===== src/rtl/hex_decimal_display_ctrl.sv =====
// Eight-digit decimal display sequencer: latches CPU io2 writes, converts them to BCD
// with a one-shift-per-clock double-dabble engine and drives active-low HEX segments.
//
// state | meaning
// IDLE  | waiting for io_we, display holds last value
// CONV  | 32 double-dabble iterations in flight, writes are parked in pend_data
// LOAD  | BCD result copied to display, next conversion started if one is waiting
module hex_decimal_display_ctrl #(
    parameter bit BLANK_LZ = 1'b1
) (
    input  logic        clk,
    input  logic        rst_n,
    input  logic        io_we,
    input  logic [31:0] io_wdata,
    output logic        busy,
    output logic        done,
    output logic        ovf,
    output logic [6:0]  HEX0,
    output logic [6:0]  HEX1,
    output logic [6:0]  HEX2,
    output logic [6:0]  HEX3,
    output logic [6:0]  HEX4,
    output logic [6:0]  HEX5,
    output logic [6:0]  HEX6,
    output logic [6:0]  HEX7
);

    typedef enum logic [1:0] {
        IDLE = 2'd0,
        CONV = 2'd1,
        LOAD = 2'd2
    } state_t;

    localparam logic [6:0]  SEG_BLANK = 7'h7F;
    localparam logic [6:0]  SEG_ZERO  = 7'h40;
    localparam logic [55:0] HEX_RST   = BLANK_LZ ? {{7{SEG_BLANK}}, SEG_ZERO}
                                                 : {8{SEG_ZERO}};

    state_t        state_q, state_d;
    logic [71:0]   sr_q, sr_d;
    logic [4:0]    cnt_q, cnt_d;
    logic [31:0]   pend_data_q, pend_data_d;
    logic          pend_valid_q, pend_valid_d;
    logic [39:0]   disp_q, disp_d;
    logic          ovf_q, ovf_d;
    logic          done_q, done_d;
    logic          busy_q, busy_d;
    logic [55:0]   hex_q, hex_d;

    // One double-dabble iteration; nibbles never exceed 12 here so no inter-nibble carry.
    function automatic logic [71:0] dd_step(input logic [71:0] s);
        logic [71:0] r;
        r = s;
        for (int i = 0; i < 10; i++) begin
            if (r[32 + 4*i +: 4] >= 4'd5)
                r[32 + 4*i +: 4] = r[32 + 4*i +: 4] + 4'd3;
        end
        return {r[70:0], 1'b0};
    endfunction

    function automatic logic [6:0] seg7(input logic [3:0] d);
        logic [6:0] s;
        case (d)
            4'd0:    s = 7'h40;
            4'd1:    s = 7'h79;
            4'd2:    s = 7'h24;
            4'd3:    s = 7'h30;
            4'd4:    s = 7'h19;
            4'd5:    s = 7'h12;
            4'd6:    s = 7'h02;
            4'd7:    s = 7'h78;
            4'd8:    s = 7'h00;
            4'd9:    s = 7'h10;
            default: s = SEG_BLANK;
        endcase
        return s;
    endfunction

    // Walk from the top digit down; blanking stops at the first non-zero digit.
    function automatic logic [55:0] draw(input logic [39:0] d, input logic ov);
        logic [55:0] h;
        logic        lz;
        logic [3:0]  dig;
        h  = '0;
        lz = BLANK_LZ && !ov;
        for (int k = 7; k >= 0; k--) begin
            dig = d[4*k +: 4];
            if (k != 0 && lz && dig == 4'd0) begin
                h[7*k +: 7] = SEG_BLANK;
            end else begin
                h[7*k +: 7] = seg7(dig);
                lz = 1'b0;
            end
        end
        return h;
    endfunction

    always_comb begin
        state_d      = state_q;
        sr_d         = sr_q;
        cnt_d        = cnt_q;
        pend_data_d  = pend_data_q;
        pend_valid_d = pend_valid_q;
        disp_d       = disp_q;
        ovf_d        = ovf_q;
        done_d       = 1'b0;
        hex_d        = hex_q;

        case (state_q)
            IDLE: begin
                if (io_we) begin
                    sr_d    = {40'd0, io_wdata};
                    cnt_d   = 5'd0;
                    state_d = CONV;
                end
            end
            CONV: begin
                sr_d  = dd_step(sr_q);
                cnt_d = cnt_q + 5'd1;
                if (cnt_q == 5'd31)
                    state_d = LOAD;
                if (io_we) begin
                    pend_data_d  = io_wdata;
                    pend_valid_d = 1'b1;
                end
            end
            LOAD: begin
                disp_d       = sr_q[71:32];
                ovf_d        = |sr_q[71:64];
                hex_d        = draw(sr_q[71:32], |sr_q[71:64]);
                done_d       = 1'b1;
                pend_valid_d = 1'b0;
                cnt_d        = 5'd0;
                if (io_we) begin
                    sr_d    = {40'd0, io_wdata};
                    state_d = CONV;
                end else if (pend_valid_q) begin
                    sr_d    = {40'd0, pend_data_q};
                    state_d = CONV;
                end else begin
                    state_d = IDLE;
                end
            end
            default: begin
                state_d = IDLE;
            end
        endcase

        busy_d = (state_d != IDLE);
    end

    always_ff @(posedge clk or negedge rst_n) begin
        if (!rst_n) begin
            state_q      <= IDLE;
            sr_q         <= '0;
            cnt_q        <= '0;
            pend_data_q  <= '0;
            pend_valid_q <= 1'b0;
            disp_q       <= '0;
            ovf_q        <= 1'b0;
            done_q       <= 1'b0;
            busy_q       <= 1'b0;
            hex_q        <= HEX_RST;
        end else begin
            state_q      <= state_d;
            sr_q         <= sr_d;
            cnt_q        <= cnt_d;
            pend_data_q  <= pend_data_d;
            pend_valid_q <= pend_valid_d;
            disp_q       <= disp_d;
            ovf_q        <= ovf_d;
            done_q       <= done_d;
            busy_q       <= busy_d;
            hex_q        <= hex_d;
        end
    end

    assign busy = busy_q;
    assign done = done_q;
    assign ovf  = ovf_q;
    assign HEX0 = hex_q[6:0];
    assign HEX1 = hex_q[13:7];
    assign HEX2 = hex_q[20:14];
    assign HEX3 = hex_q[27:21];
    assign HEX4 = hex_q[34:28];
    assign HEX5 = hex_q[41:35];
    assign HEX6 = hex_q[48:42];
    assign HEX7 = hex_q[55:49];

endmodule


===== config.mk =====
export PLATFORM = sky130hd
export DESIGN_NAME = hex_decimal_display_ctrl
export DESIGN_NICKNAME = d
export VERILOG_FILES = /design/src/rtl/hex_decimal_display_ctrl.sv
export SDC_FILE = /design/constraint.sdc
export NUM_CORES = 1
export LEC_CHECK = 0
export BUFFER_PORTS_ARGS = -buffer_cell sky130_fd_sc_hd__clkbuf_2
export CAP_MARGIN = 15
export CELL_PAD_IN_SITES_DETAIL_PLACEMENT = 0
export CELL_PAD_IN_SITES_GLOBAL_PLACEMENT = 1
export CORE_MARGIN = 2
export CORE_UTILIZATION = 45
export CTS_CLUSTER_SIZE = 24
export DETAILED_ROUTE_END_ITERATION = 16
export PLACE_DENSITY = 0.86
export SLEW_MARGIN = 20
export SYNTH_ARGS = -nofsm -noshare
export SYNTH_HDL_FRONTEND = slang
export SYNTH_SLANG_ARGS = --single-unit
export TNS_END_PERCENT = 100

===== constraint.sdc =====
create_clock -name clk -period 3.7 [get_ports clk]
set_input_delay 0.555 -clock clk [delete_from_list [all_inputs] [get_ports clk]]
set_output_delay 0.555 -clock clk [all_outputs]
set_load 0.02 [all_outputs]

Yosys cells after proc, flatten, opt, wreduce, memory -nomap -nowiden
Memory sizes are Yosys's and may differ from the RTL's. A register that Yosys moved wholly into a read port is not among the register bits.
Cells that the tools add are included.
{ "classes": {"eq_ne": 6, "addsub": 11, "n_bitwise": 0, "order_cmp": 10, "div": 0, "mul": 0, "shifts": 0, "reduce_logical": 25, "n_mux": 43} }
{ "ops": {"columns": ["operator", "count"], "rows": [
  ["2-to-1 mux 72 bit", 3],
  ["case mux 72 bit (3 select lines)", 1],
  ["2-to-1 mux 7 bit", 7],
  ["greater-or-equal comparator 4 x 3 -> 1 bit (second input constant)", 10],
  ["adder 4 x 2 -> 4 bit (second input constant)", 9],
  ["2-to-1 mux 4 bit", 9],
  ["zero test 4 bit", 7],
  ["2-to-1 mux 1 bit", 16],
  ["case mux 5 bit (3 select lines)", 1],
  ["OR reduction 8 bit", 1],
  ["logical AND 1 bit", 7],
  ["case mux 2 bit (3 select lines)", 1],
  ["AND reduction 2 bit", 3],
  ["adder 5 x 1 -> 5 bit (second input constant)", 1],
  ["== test 5 bit (second input constant)", 1],
  ["2-to-1 mux 5 bit", 1],
  ["2-to-1 mux 2 bit", 2],
  ["!= test 2 bit (second input constant)", 2],
  ["nonzero test 2 bit", 2],
  ["adder 3 x 2 -> 3 bit (second input constant)", 1],
  ["2-to-1 mux 3 bit", 1],
  ["!= test 3 bit (second input constant)", 1],
  ["AND reduction 3 bit", 1],
  ["nonzero test 3 bit", 1],
  ["5 further kinds", 6]
]} }
{ "totals": {"register_bits": 171, "word_cells": 112, "inputBits": 35, "memories": 8, "romBits": 896, "mem_bits_rw": 0, "latch_bits": 0, "out_inout_bits": 59} }
{ "memory_table": {"columns": ["name", "words", "word_bits", "rd", "rd_clocked_by_memory_dff", "write_ports", "line_no", "text"], "rows": [
  ["(no name shown)", 16, 7, 1, 0, 0, "63", "case (d)"],
  ["(no name shown)", 16, 7, 1, 0, 0, "63", null],
  ["(no name shown)", 16, 7, 1, 0, 0, "63", null],
  ["(no name shown)", 16, 7, 1, 0, 0, "63", null],
  ["(no name shown)", 16, 7, 1, 0, 0, "63", null],
  ["(no name shown)", 16, 7, 1, 0, 0, "63", null],
  ["2 more memories", null, null, null, null, null, null, null]
]} }

Depth between registers and ports, before layout
Gate-level depths: netlist (run 1).
{ "logic_depth": {"word_depth": 22, "mapped_depth": 9, "depth_no_buf": 7} }

Least setup slack after synthesis (run 1)
No wires, ideal clock.
{ "synth_timing": {"path_kind": "flip-flop to flip-flop", "from": "register sr_q[56]", "to": "register hex_q[20]", "period_less_slack_ns": 1.915, "path_stages_with_launch": 8, "path_slack_ns": 1.785, "n_path_buf": 1, "t_arrival_ns": 1.842, "cell_sequence": "dfrtp_1 inv_1 ha_1 nor3b_1 nand4_2 or2_1 buf_6 a21oi_1"} }
{ "synth_between": {"elab_chain_cells": 15} }
{ "synth_rtl": {"columns": ["element", "line_no", "text"], "rows": [
  ["start, declared", "40", "logic [71:0] sr_q, sr_d;"],
  ["start signal, assigned", "166", "sr_q <= sr_d;"],
  ["zero test 4 bit *", "88", "if (k != 0 && lz && dig == 4'd0) begin"],
  ["logical AND 1 bit *", "88", null],
  ["2-to-1 mux 1 bit *", "88", null],
  ["2-to-1 mux 1 bit *", "109", "case (state_q)"],
  ["logical AND 1 bit", "88", null],
  ["2-to-1 mux 1 bit *", "88", null],
  ["2-to-1 mux 1 bit *", "109", null],
  ["logical AND 1 bit", "88", null],
  ["2-to-1 mux 1 bit *", "88", null],
  ["2-to-1 mux 1 bit *", "109", null],
  ["logical AND 1 bit", "88", null],
  ["2-to-1 mux 1 bit *", "88", null],
  ["2-to-1 mux 1 bit *", "109", null],
  ["logical AND 1 bit *", "88", null],
  ["2-to-1 mux 7 bit *", "88", null],
  ["end signal, assigned", "163", "hex_q <= HEX_RST;"],
  ["end signal, assigned", "174", "hex_q <= hex_d;"],
  ["end, declared", "48", "logic [55:0] hex_q, hex_d;"]
]} }
Every way passes the cells marked *; elsewhere a longest branch is shown, timed or not. The select of a mux whose other input is x is not followed.
A chain may end at the register's enable or synchronous reset.

Worst setup path after layout (run 1)
{ "layout_timing": {"from": "register state_q[0]", "to": "register sr_q[67]"} }
{ "layout_between": {"elab_chain_cells": 3, "elab_cells_between_ends": 8} }
{ "layout_rtl": {"columns": ["element", "line_no", "text"], "rows": [
  ["start, declared", "39", "state_t state_q, state_d;"],
  ["start signal, assigned", "165", "state_q <= state_d;"],
  ["== test 2 bit, or another cell as far along", "109", null],
  ["!= test 3 bit (no source line), or another cell as far along", null, null],
  ["AND reduction 3 bit (no source line)", null, null]
]} }
Parallel ways exist; a longest one is shown, timed or not.

==> results.ini, run 1 <==
[outcome]
status=finished, final reports clean

[power]
finalPower_mw=5.70
p_sw_mw=1.79
power_frac_comb_pct=26.1
p_leak_nw=4.84
switching_share_pct=31.4
power.density_nw_per_um2=528
vdd_drop_max_mv=0.352
seqPwrFrac_pct=42.7
clockPowerShare_pct=31.2
p_int_mw=3.91

[logic_synthesis]
synth_top_family_by_area=compound AO/OA/AOI/OAI gates
yosysTopAreaCell=dfrtp_1
netlist_instances=931
yosys.area_share.xor_xnor_pct=1.01
synth_fa_ha_area_share_pct=7.44
synthesis.nets=1023
ys_seq_area_share_pct=45.3
synth-simple-area-share_pct=9.49
synth_compound_area_share_pct=22.6
syn_area_sq_um=9590
ys_warn_count=0
yosysUniqueCellTypes=65
synth_edf_count=0
synth_top_area_share_pct=31.6
synth_most_common_cell=o21ai_0
avgSynthCellArea_sq_um=10.3
synth.area.top_cells=dfrtp_1 32%, dfstp_2 14%, ha_1 7.4%
ys_top_cells_by_count=136 x o21ai_0, 121 x dfrtp_1, 57 x ha_1
async_reset_ff_share_pct=100
synth-seq-cells=171
synth.mux.area_fraction_pct=8.82
yosys_most_used_dff=dfrtp_1

[clocking]
ctsHoldBuffers=0
h-tree-depth=4
cts_root_buf=clkbuf_16
clock_latency_ns=0.43
clkTransAtPathRegs_ns=0.07
cts_buffers=17
cts_buffer_depth=2
cts_sinks=171
cts_resized=0
cts_tree=yes
postCtsSetupBuffers=0

[grt]
grt_pass1_vias=7196
grt_util_met1_pct=25.1
busiest_layer=met2
grt_antenna_before_repair=0
grt_usage_pct=19.5
met2_usage_pct=33.2
grt_max_degree=82
use_met3_pct=3.81
overflow=0
grt_pass1_wl_mm=35.5

[worst_setup_path]
cp-start-kind=register
crit_path_end_kind=register
critPathMaxFanout=57
reg2reg_depth=8
crit_required_ns=4.02
path_class=reg2reg
crit_top_cell=buf_4
max_stage_delay_ns=0.46
cp_slowest_cell=buf_4
critPathBufInv=3
cp.arrival_ns=2.85
cp_top_family=buffers and inverters
crit_cells=8
crit_path_cell_trace=inv_1 > ha_4 > nand2b_1 > a21oi_4 > buf_4 > nor3_2 > buf_4 > a32o_1

[floorplanning]
rows=53
dieWidth_um=150
initial_utilization_pct=45.7
die_height_um=150
ios=94
core_area_sq_um=21000
dieArea_sq_um=22500

[drt]
drc=0
dr.pass1.iters=5
drtIter0Drc=429
route.vias.total=7147
wl_per_cell_um=16.3
postRouteAntennaNets=0
wl_mm=20.7
avgViaCountPerCell=5.61

[sta]
fin_crit_sh_pct=68.4
fin_worst_skew_ns=0.0103
hold_ws_ns=0.185
fmax_mhz=395
rsz0062_at_grt=no
relSlewSlack_pct=27.6
setup_violations=0
slew_viol_final=0
hold_violations=0
finalCriticalPeriod_ns=2.53
setup-tns-final_ns=0
worstMarginPinSlew_ns=1.09
layout_setup_ws_ns=1.17

[place]
gp_congestion=0.816
dp_cells=1241
place_area_sq_um=10200
place_ws_ns=1.14
post-dp-hpwl_mm=13.6
port_buffers=93

[layout]
post-route-cell-area_sq_um=10800
instances_no_fill=1273
multiInputGateArea_sq_um=4770
antenna_cells=0
fin_nets=1077
nFillCells=1972
area_delta_synth_final_pct=12.5
drive_above_1_share_pct=24.1
fin_util_pct=51.5
register_area_sq_um=4340

[job]
maxCapViolCount=0

[worst_hold_path]
hold_class=in2async

[power by group through the flow]
stage | combinational [mW] | clock, mW | sequential [mW]
after floorplan | 1.15 | 0 | 2.41
after global placement | 1.47 | 0 | 2.45
after detailed placement | 1.51 | 0 | 2.46
after CTS | 1.51 | 1.82 | 2.43
after global routing | 1.66 | 1.90 | 2.48
final | 1.49 | 1.78 | 2.43
[sequential cells by signal, summed over array words and instances (netlist names)]
signal / cells
ovf: 1
state_q: 2
sr_q: 72
busy: 1
pend_valid_q: 1
hex_q: 56
pend_data_q: 32
done: 1
cnt_q: 5
[placed cells by master, fill, tap and decap left out, types with 3 or more instances in the layout]
cell,instances
o32ai_1,3
o31ai_1,11
mux2i_1,44
or3_1,4
a2bb2oi_1,34
and2_1,7
o21ai_0,136
o211ai_1,9
nor2b_1,9
nor3_1,9
xnor2_1,10
a31oi_1,7
o22a_1,34
clkinv_4,3
or2_2,4
nand2b_1,23
nor3b_1,9
nand3_1,8
clkbuf_2,92
nor2_1,29
a21o_1,4
buf_4,8
mux2_2,36
a21oi_1,51
a22o_1,22
nand2_1,34
o21bai_1,3
clkbuf_16,17
inv_1,49
ha_1,55
nand4_1,3
dfrtp_1,121
a211oi_1,5
dfstp_2,50
[cell families after synthesis]
group / after synthesis
XOR/XNOR: 11
multiplexers: 80
AND/OR/NAND/NOR: 160
flip-flops: 171
AO/OA/AOI/OAI: 335
adder cells (fa/ha/maj): 57
buffers and inverters: 117
[area by class of cell]
cell class | count | share of cell area, %
clock buffers | 19 | 4.01
clock inverters | 13 | 1.33
inverters | 49 | 1.70
multi-input cells | 643 | 44.2
flip-flops and latches | 171 | 40.2
well taps | 275 | 3.19
repair buffers | 103 | 5.30
[path summary, 6_finish.rpt]
kind,startpoint,end,slack (ns)
max,state_q[0]$_DFF_PN0_,sr_q[67]$_DFFE_PN0P_,1.17
min,rst_n,sr_q[37]$_DFFE_PN0P_,0.18
max reg2reg,state_q[0]$_DFF_PN0_,sr_q[67]$_DFFE_PN0P_,1.17
min reg2reg,hex_q[6]$_DFFE_PN1P_,hex_q[6]$_DFFE_PN1P_,0.47
max in group asynchronous,rst_n,hex_q[33]$_DFFE_PN1P_,2.58
min in group clk,io_wdata[26],pend_data_q[26]$_DFFE_PN0P_,0.36
[worst reg2reg max path: stages, from the launching register on]
cell,delay [ns]
dfrtp_1,0.42
inv_1,0.14
ha_4,0.45
nand2b_1,0.17
a21oi_4,0.17
buf_4,0.46
nor3_2,0.09
buf_4,0.24
a32o_1,0.28
[per-layer routing]
metal | part of all wire (%) | vias up
met4 | 1.3 | 0
li1 | - | 3479
met3 | 3.3 | 20
met1 | 47 | 3525
met5 | 0 | -
met2 | 48 | 123
Note: power is estimated with default switching activity, not from simulation.
==> inputs of run 2 (changes only) <==
==> constraint.sdc (replaced) <==
create_clock -name clk -period 2.4 [get_ports clk]
set_input_delay 0.36 -clock clk [delete_from_list [all_inputs] [get_ports clk]]
set_output_delay 0.36 -clock clk [all_outputs]
set_load 0.02 [all_outputs]
==> run 2 against run 1 <==
- via count rose by 0.49%
- flip-flop and latch count stayed put
- final cell count grew 1.4%
- wire length grew 0.71%
- utilization grew 1.0 points
- critical path depth stayed put
- first-iteration DRC count is 20% lower
- fmax is 24% higher
- largest power group unchanged
- highest routed layer unchanged
==> results.ini, run 2 (synthesized netlist as in run 1, its figures left out) <==
[drt]
route.vias.total=7182  ; +0.49%
drc=0  ; unchanged
wl_mm=20.9  ; +0.71%
dr.pass1.iters=4  ; -1
drtIter0Drc=345  ; -20%
postRouteAntennaNets=0  ; unchanged
avgViaCountPerCell=5.56  ; -0.91%
wl_per_cell_um=16.2  ; -0.69%

[floorplanning]
dieArea_sq_um=22500  ; unchanged
initial_utilization_pct=45.7  ; unchanged
core_area_sq_um=21000  ; unchanged
die_height_um=150  ; unchanged
ios=94  ; unchanged
rows=53  ; unchanged
dieWidth_um=150  ; unchanged

[clocking]
clock_latency_ns=0.43  ; about the same
cts_tree=yes
clkTransAtPathRegs_ns=0.07  ; about the same
h-tree-depth=4  ; unchanged
cts_root_buf=clkbuf_16
cts_buffer_depth=2  ; unchanged
cts_buffers=17  ; unchanged
cts_sinks=171  ; unchanged
postCtsSetupBuffers=0  ; unchanged
cts_resized=0  ; unchanged

[sta]
setup-tns-final_ns=0  ; unchanged
fin_crit_sh_pct=85.3  ; +17 points
hold_violations=0  ; unchanged
slew_viol_final=0  ; unchanged
finalCriticalPeriod_ns=2.05  ; -0.485 ns
hold_ws_ns=0.170  ; -0.0147 ns
fin_worst_skew_ns=0.0105  ; +0.000156 ns
relSlewSlack_pct=68.3  ; +41 points
rsz0062_at_grt=no
fmax_mhz=489  ; +24%
setup_violations=0  ; unchanged
worstMarginPinSlew_ns=0.475  ; -0.610 ns

[layout]
largestRegisters=sr_q: 72 flops, hex_q: 56 flops, pend_data_q: 32 flops
layout_commonest_cell=o21ai_0
layout_common_cells=136 x o21ai_0, 121 x dfrtp_1, 92 x clkbuf_2
drive_above_1_share_pct=25.7  ; +1.5 points
antenna_cells=0  ; unchanged
largest_reg_flops=72  ; unchanged
fin_nets=1095  ; +1.7%
largest-register=sr_q
area_delta_synth_final_pct=14.8

[worst_setup_path]
r2r_end=hex_q[8]$_DFFE_PN1P_
rrSetupSlack_ns=0.35  ; -0.81 ns
cp-start-kind=register
timing.rr.start=sr_q[56]$_DFFE_PN0P_
startpoint=sr_q[56]$_DFFE_PN0P_
reg2reg_depth=8  ; unchanged
critPathMaxFanout=7  ; -88%
max_stage_delay_ns=0.46  ; about the same
crit_path_cell_trace=inv_1 > ha_1 > nor3b_1 > buf_4 > nand4_2 > buf_4 > nor3_4 > o22a_1
cp.arrival_ns=2.42  ; -0.43 ns
cp_top_family=simple AND/OR/NAND/NOR gates
crit_cells=8  ; unchanged
path_class=reg2reg
cp_slowest_cell=dfrtp_1
critPathBufInv=3  ; unchanged
crit_top_cell=buf_4
setup.worst_path.end=hex_q[8]$_DFFE_PN1P_
crit_path_end_kind=register
crit_required_ns=2.78  ; -1.24 ns

[power]
seqPwrFrac_pct=41.6  ; -1.1 points
clockPowerShare_pct=31.1  ; about the same
switching_share_pct=32.8  ; +1.5 points
vdd_drop_max_mv=0.546  ; +55%
power_frac_comb_pct=27.3  ; +1.2 points
p_leak_nw=4.96  ; +2.5%
p_sw_mw=2.98  ; +67%
finalPower_mw=9.07  ; +59%
p_int_mw=6.09  ; +56%
power.density_nw_per_um2=824  ; +56%

[place]
post-dp-hpwl_mm=13.8  ; +2.1%
port_buffers=93  ; unchanged
gp_congestion=0.812  ; -0.47%

[outcome]
status=finished, final reports clean

[job]
maxCapViolCount=0  ; unchanged

[worst_hold_path]
hold_class=in2reg

[grt]
grt_max_degree=99  ; +21%
grt_antenna_before_repair=0  ; unchanged
grt_pass1_wl_mm=35.2  ; -1.0%
grt_usage_pct=19.4  ; -0.11 points
overflow=0  ; unchanged
grt_pass1_vias=7083  ; -1.6%

-- run 2: cell types whose count changed in the layout (fill, tap and decap cells not counted) --
cell / previous run / this run
clkinv_2: 2 / 0
bufinv_16: 2 / 1
clkinv_1: 1 / 0
clkinv_4: 3 / 1
buf_4: 8 / 20
inv_6: 2 / 5
clkbuf_1: 2 / 0
inv_8: 1 / 5
clkinv_8: 0 / 1
dlygate4sd3_1: 0 / 1
buf_12: 2 / 7
-- run 2: worst min-delay path by stage --
stage / from / end / slack (ns) / depth (start not counted)
2_1_floorplan: rst_n / busy$_DFF_PN0_ / 0.06 / 0
3_3_place_gp: rst_n / hex_q[1]$_DFFE_PN0P_ / 0.32 / 1
3_5_place_dp: rst_n / hex_q[1]$_DFFE_PN0P_ / 0.33 / 1
4_1_cts: io_wdata[27] / pend_data_q[27]$_DFFE_PN0P_ / 0.16 / 2
5_1_grt: io_wdata[25] / pend_data_q[25]$_DFFE_PN0P_ / 0.16 / 2
6_report: io_wdata[17] / pend_data_q[17]$_DFFE_PN0P_ / 0.17 / 2
-- run 2: layer usage --
layer	wire [um]	global-route usage, %	part of all wire (%)	vias to the layer above
li1	-	-	-	3510
met1	10100	26.2	48	3527
met2	9780	31.7	47	123
met3	730	3.63	3.5	22
met4	292	5.75	1.4	0
met5	0	0	0	-
-- run 2: area by class of cell --
class | instances | area (sq um)
fillers | 1930 | 9950
multi-input cells | 643 | 4770
flip-flops and latches | 171 | 4340
repair buffers | 121 | 772
clock buffers | 17 | 425
well taps | 275 | 344
inverters | 49 | 184
clock inverters | 15 | 170
-- run 2: per-stage QoR --
step | std cells | setup WS [ns] | util (%) | instance area (sq um)
after floorplan | 931 | 0.485 | - | 9590
after global placement | 1258 | 0.355 | 49.6 | 10400
after detailed placement | 1258 | 0.303 | 49.6 | 10400
after CTS | 1291 | 0.271 | 52.5 | 11000
after global routing | 1291 | 0.0819 | 52.5 | 11000
final | 1291 | 0.353 | 52.5 | 11000
-- run 2: power by group through the flow --
| stage | sequential [mW] | clock, mW | combinational (mW) |
|---|---|---|---|
| final | 3.77 | 2.82 | 2.48 |
| after floorplan | 3.71 | 0 | 1.78 |
| after global placement | 3.78 | 0 | 2.42 |
| after detailed placement | 3.80 | 0 | 2.48 |
| after global routing | 3.83 | 3.01 | 2.74 |
| after CTS | 3.76 | 2.87 | 2.50 |
-- run 2: timing repair --
item,4_1_cts,5_1_grt
setup endpoints to repair,0,6
hold buffers,1,0
hold endpoints to repair,36,0
==> inputs of run 3 (changes only) <==
--- a/config.mk
+++ b/config.mk
@@ -5,6 +5,7 @@
 export SDC_FILE = /design/constraint.sdc
 export NUM_CORES = 1
 export LEC_CHECK = 0
+export ABC_AREA = 1
 export BUFFER_PORTS_ARGS = -buffer_cell sky130_fd_sc_hd__clkbuf_2
 export CAP_MARGIN = 15
 export CELL_PAD_IN_SITES_DETAIL_PLACEMENT = 0
@@ -13,7 +14,7 @@
 export CORE_UTILIZATION = 45
 export CTS_CLUSTER_SIZE = 24
 export DETAILED_ROUTE_END_ITERATION = 16
-export PLACE_DENSITY = 0.86
+export PLACE_DENSITY = 0.89
 export SLEW_MARGIN = 20
 export SYNTH_ARGS = -nofsm -noshare
 export SYNTH_HDL_FRONTEND = slang
==> run 3 against run 2 <==
- worst hold slack worse by 0.034 ns
- synthesized area fell by 4.8%
- setup slack got worse by 0.0079 ns
- non-clock buffer count is 13 lower
- wire length down 6.1%
- die area is 4.7% lower
- critical path depth unchanged
==> results.ini, run 3 <==
[outcome]
status=finished, final reports clean

[drt]
postRouteAntennaNets=0  ; unchanged
drc=0  ; unchanged
dr.pass1.iters=5  ; +1
wl_mm=19.6  ; -6.1%
route.vias.total=7383  ; +2.8%
avgViaCountPerCell=5.13  ; -7.8%
wl_per_cell_um=13.6  ; -16%
drtIter0Drc=424  ; +23%

[logic_synthesis]
synth-seq-cells=171  ; unchanged
synth_edf_count=0  ; unchanged
avgSynthCellArea_sq_um=8.50  ; -17%
syn_area_sq_um=9120  ; -4.8%
yosysUniqueCellTypes=41  ; -37%
ys_top_cells_by_count=171 x nand2_1, 163 x nor2_1, 121 x dfrtp_1
yosysTopAreaCell=dfrtp_1
yosys_most_used_dff=dfrtp_1
async_reset_ff_share_pct=100  ; unchanged
ys_seq_area_share_pct=47.6  ; +2.3 points
synth.area.top_cells=dfrtp_1 33%, dfstp_2 14%, ha_1 7.8%
ys_warn_count=0  ; unchanged
synthesis.nets=1165  ; +14%
synth_top_area_share_pct=33.2  ; +1.6 points
netlist_instances=1073  ; +15%
synth_most_common_cell=nand2_1

[place]
port_buffers=93  ; unchanged
gp_congestion=0.836  ; +2.9%
post-dp-hpwl_mm=13.3  ; -3.6%
place_area_sq_um=9920  ; -4.6%

[worst_hold_path]
hold_class=in2reg

[floorplanning]
rows=52  ; -1.9%
dieWidth_um=146  ; -2.4%
die_height_um=146  ; -2.4%
initial_utilization_pct=45.5  ; -0.22 points
dieArea_sq_um=21400  ; -4.7%
core_area_sq_um=20000  ; -4.4%
ios=94  ; unchanged

[sta]
fin_worst_skew_ns=0.0113  ; +0.000771 ns
slew_viol_final=0  ; unchanged
fin_crit_sh_pct=85.6  ; +0.33 points
hold_violations=0  ; unchanged
worstMarginPinSlew_ns=0.783  ; +0.308 ns
setup_violations=0  ; unchanged
fmax_mhz=487  ; -0.38%
rsz0062_at_grt=no
finalCriticalPeriod_ns=2.05  ; +0.00789 ns
relSlewSlack_pct=47.7  ; -21 points
setup-tns-final_ns=0  ; unchanged

[layout]
largest_reg_flops=72  ; unchanged
layout_common_cells=171 x nand2_1, 163 x nor2_1, 121 x dfrtp_1
area_delta_synth_final_pct=15.2
post-route-cell-area_sq_um=10500  ; -4.5%
nFillCells=1922  ; -0.41%
antenna_cells=0  ; unchanged
largestRegisters=sr_q: 72 flops, hex_q: 56 flops, pend_data_q: 32 flops
fin_nets=1249  ; +14%
drive_above_1_share_pct=19.7  ; -5.9 points
largest-register=sr_q
layout_commonest_cell=nand2_1

[clocking]
h-tree-depth=4  ; unchanged
cts_resized=0  ; unchanged
cts_buffer_depth=2  ; unchanged
cts_tree=yes
cts_buffers=17  ; unchanged
cts_root_buf=clkbuf_16
cts_sinks=171  ; unchanged
clkTransAtPathRegs_ns=0.07  ; about the same
clock_latency_ns=0.43  ; about the same

[worst_setup_path]
cp.arrival_ns=2.39  ; -0.03 ns
cp-start-kind=register
path_class=reg2reg
crit_path_end_kind=register
crit_required_ns=2.73  ; -0.05 ns
critPathMaxFanout=23  ; +16

[power]
vdd_drop_max_mv=0.522  ; -4.4%
p_leak_nw=5.02  ; +1.1%
finalPower_mw=9.32  ; +2.7%
power.density_nw_per_um2=886  ; +7.5%

[grt]
grt_pass1_wl_mm=33.5  ; -4.8%
grt_usage_pct=18.7  ; -0.66 points
grt_antenna_before_repair=0  ; unchanged
overflow=0  ; unchanged
grt_pass1_vias=7017  ; -0.93%
grt_max_degree=64  ; -35%

[job]
maxCapViolCount=0  ; unchanged

-- run 3: cell count changes after synthesis, sizes merged, moves of 34 or more --
| cell | previous run | this run |
|---|---|---|
| o21ai | 137 | 100 |
| mux2i | 44 | 0 |
| a2bb2oi | 34 | 0 |
| nor2 | 29 | 170 |
| mux2 | 36 | 2 |
| inv | 49 | 112 |
| nand2 | 34 | 176 |
-- run 3: through the flow --
stage | util, % | hold slack, ns | std cells | worst slack (ns)
2_1_floorplan | - | 0.0644 | 1073 | 0.695
3_3_place_gp | 49.5 | 0.296 | 1407 | 0.408
3_5_place_dp | 49.5 | 0.297 | 1407 | 0.321
4_1_cts | 52.5 | 0.123 | 1440 | 0.339
5_1_grt | 52.5 | 0.146 | 1440 | 0.137
6_report | 52.5 | 0.136 | 1440 | 0.345
-- run 3: cell type report --
cell class / instances / area, sq um / share of cell area, %
Tap cell: 270 / 338 / 3.21
Clock inverter: 15 / 156 / 1.49
Clock buffer: 17 / 425 / 4.05
Timing Repair Buffer: 108 / 649 / 6.18
Sequential cell: 171 / 4340 / 41.3
Multi-Input combinational cell: 747 / 4180 / 39.8
Inverter: 112 / 420 / 4.00
-- run 3: report_power, final --
| group | switching [mW] | internal, mW |
|---|---|---|
| Combinational | 1.78 | 0.951 |
| Clock | 1.28 | 1.47 |
| Sequential | 0.345 | 3.49 |
| Total | 3.40 | 5.92 |
-- run 3: kinds of logic after synthesis --
group	synth area share, %
and+or+nand+nor	17.8
AOI/OAI and AO/OA	18.8
DFF	47.6
buffers and inverters	6.61
adders and majority gates	7.82
xor gates and xnor gates	1.15
muxes	0.247
-- run 3: per-layer routing --
layer  GRT usage (%)  wire length, um
met1            26.5             9840
met3            3.34              691
met4            4.42              191
met2            30.2             8900
met5               0                0
-- run 3: final timing paths --
| path | endpoint | depth (start not counted) | slack (ns) | start |
|---|---|---|---|---|
| max in group asynchronous | pend_data_q[31]$_DFFE_PN0P_ | 3 | 1.27 | rst_n |
| worst min-delay path | pend_data_q[5]$_DFFE_PN0P_ | 3 | 0.14 | io_wdata[5] |
| worst min register to register | hex_q[15]$_DFFE_PN1P_ | 2 | 0.47 | hex_q[15]$_DFFE_PN1P_ |
| min in group asynchronous | sr_q[42]$_DFFE_PN0P_ | 2 | 0.41 | rst_n |
| worst max-delay path | sr_q[48]$_DFFE_PN0P_ | 8 | 0.35 | state_q[1]$_DFF_PN0_ |
| worst max register to register | sr_q[48]$_DFFE_PN0P_ | 8 | 0.35 | state_q[1]$_DFF_PN0_ |
-- run 3: timing repair --
action | CTS | global route
hold buffers | 1 | 0
setup buffers | 0 | 0
hold endpoints to repair | 5 | 0
-- run 3: critical path, stage by stage, from the launching register on --
cell	delay [ns]
dfrtp_1	0.44
inv_1	0.10
ha_1	0.25
a21oi_4	0.28
nand2_4	0.23
nor2_4	0.15
nand2_2	0.07
buf_4	0.21
o32ai_1	0.22
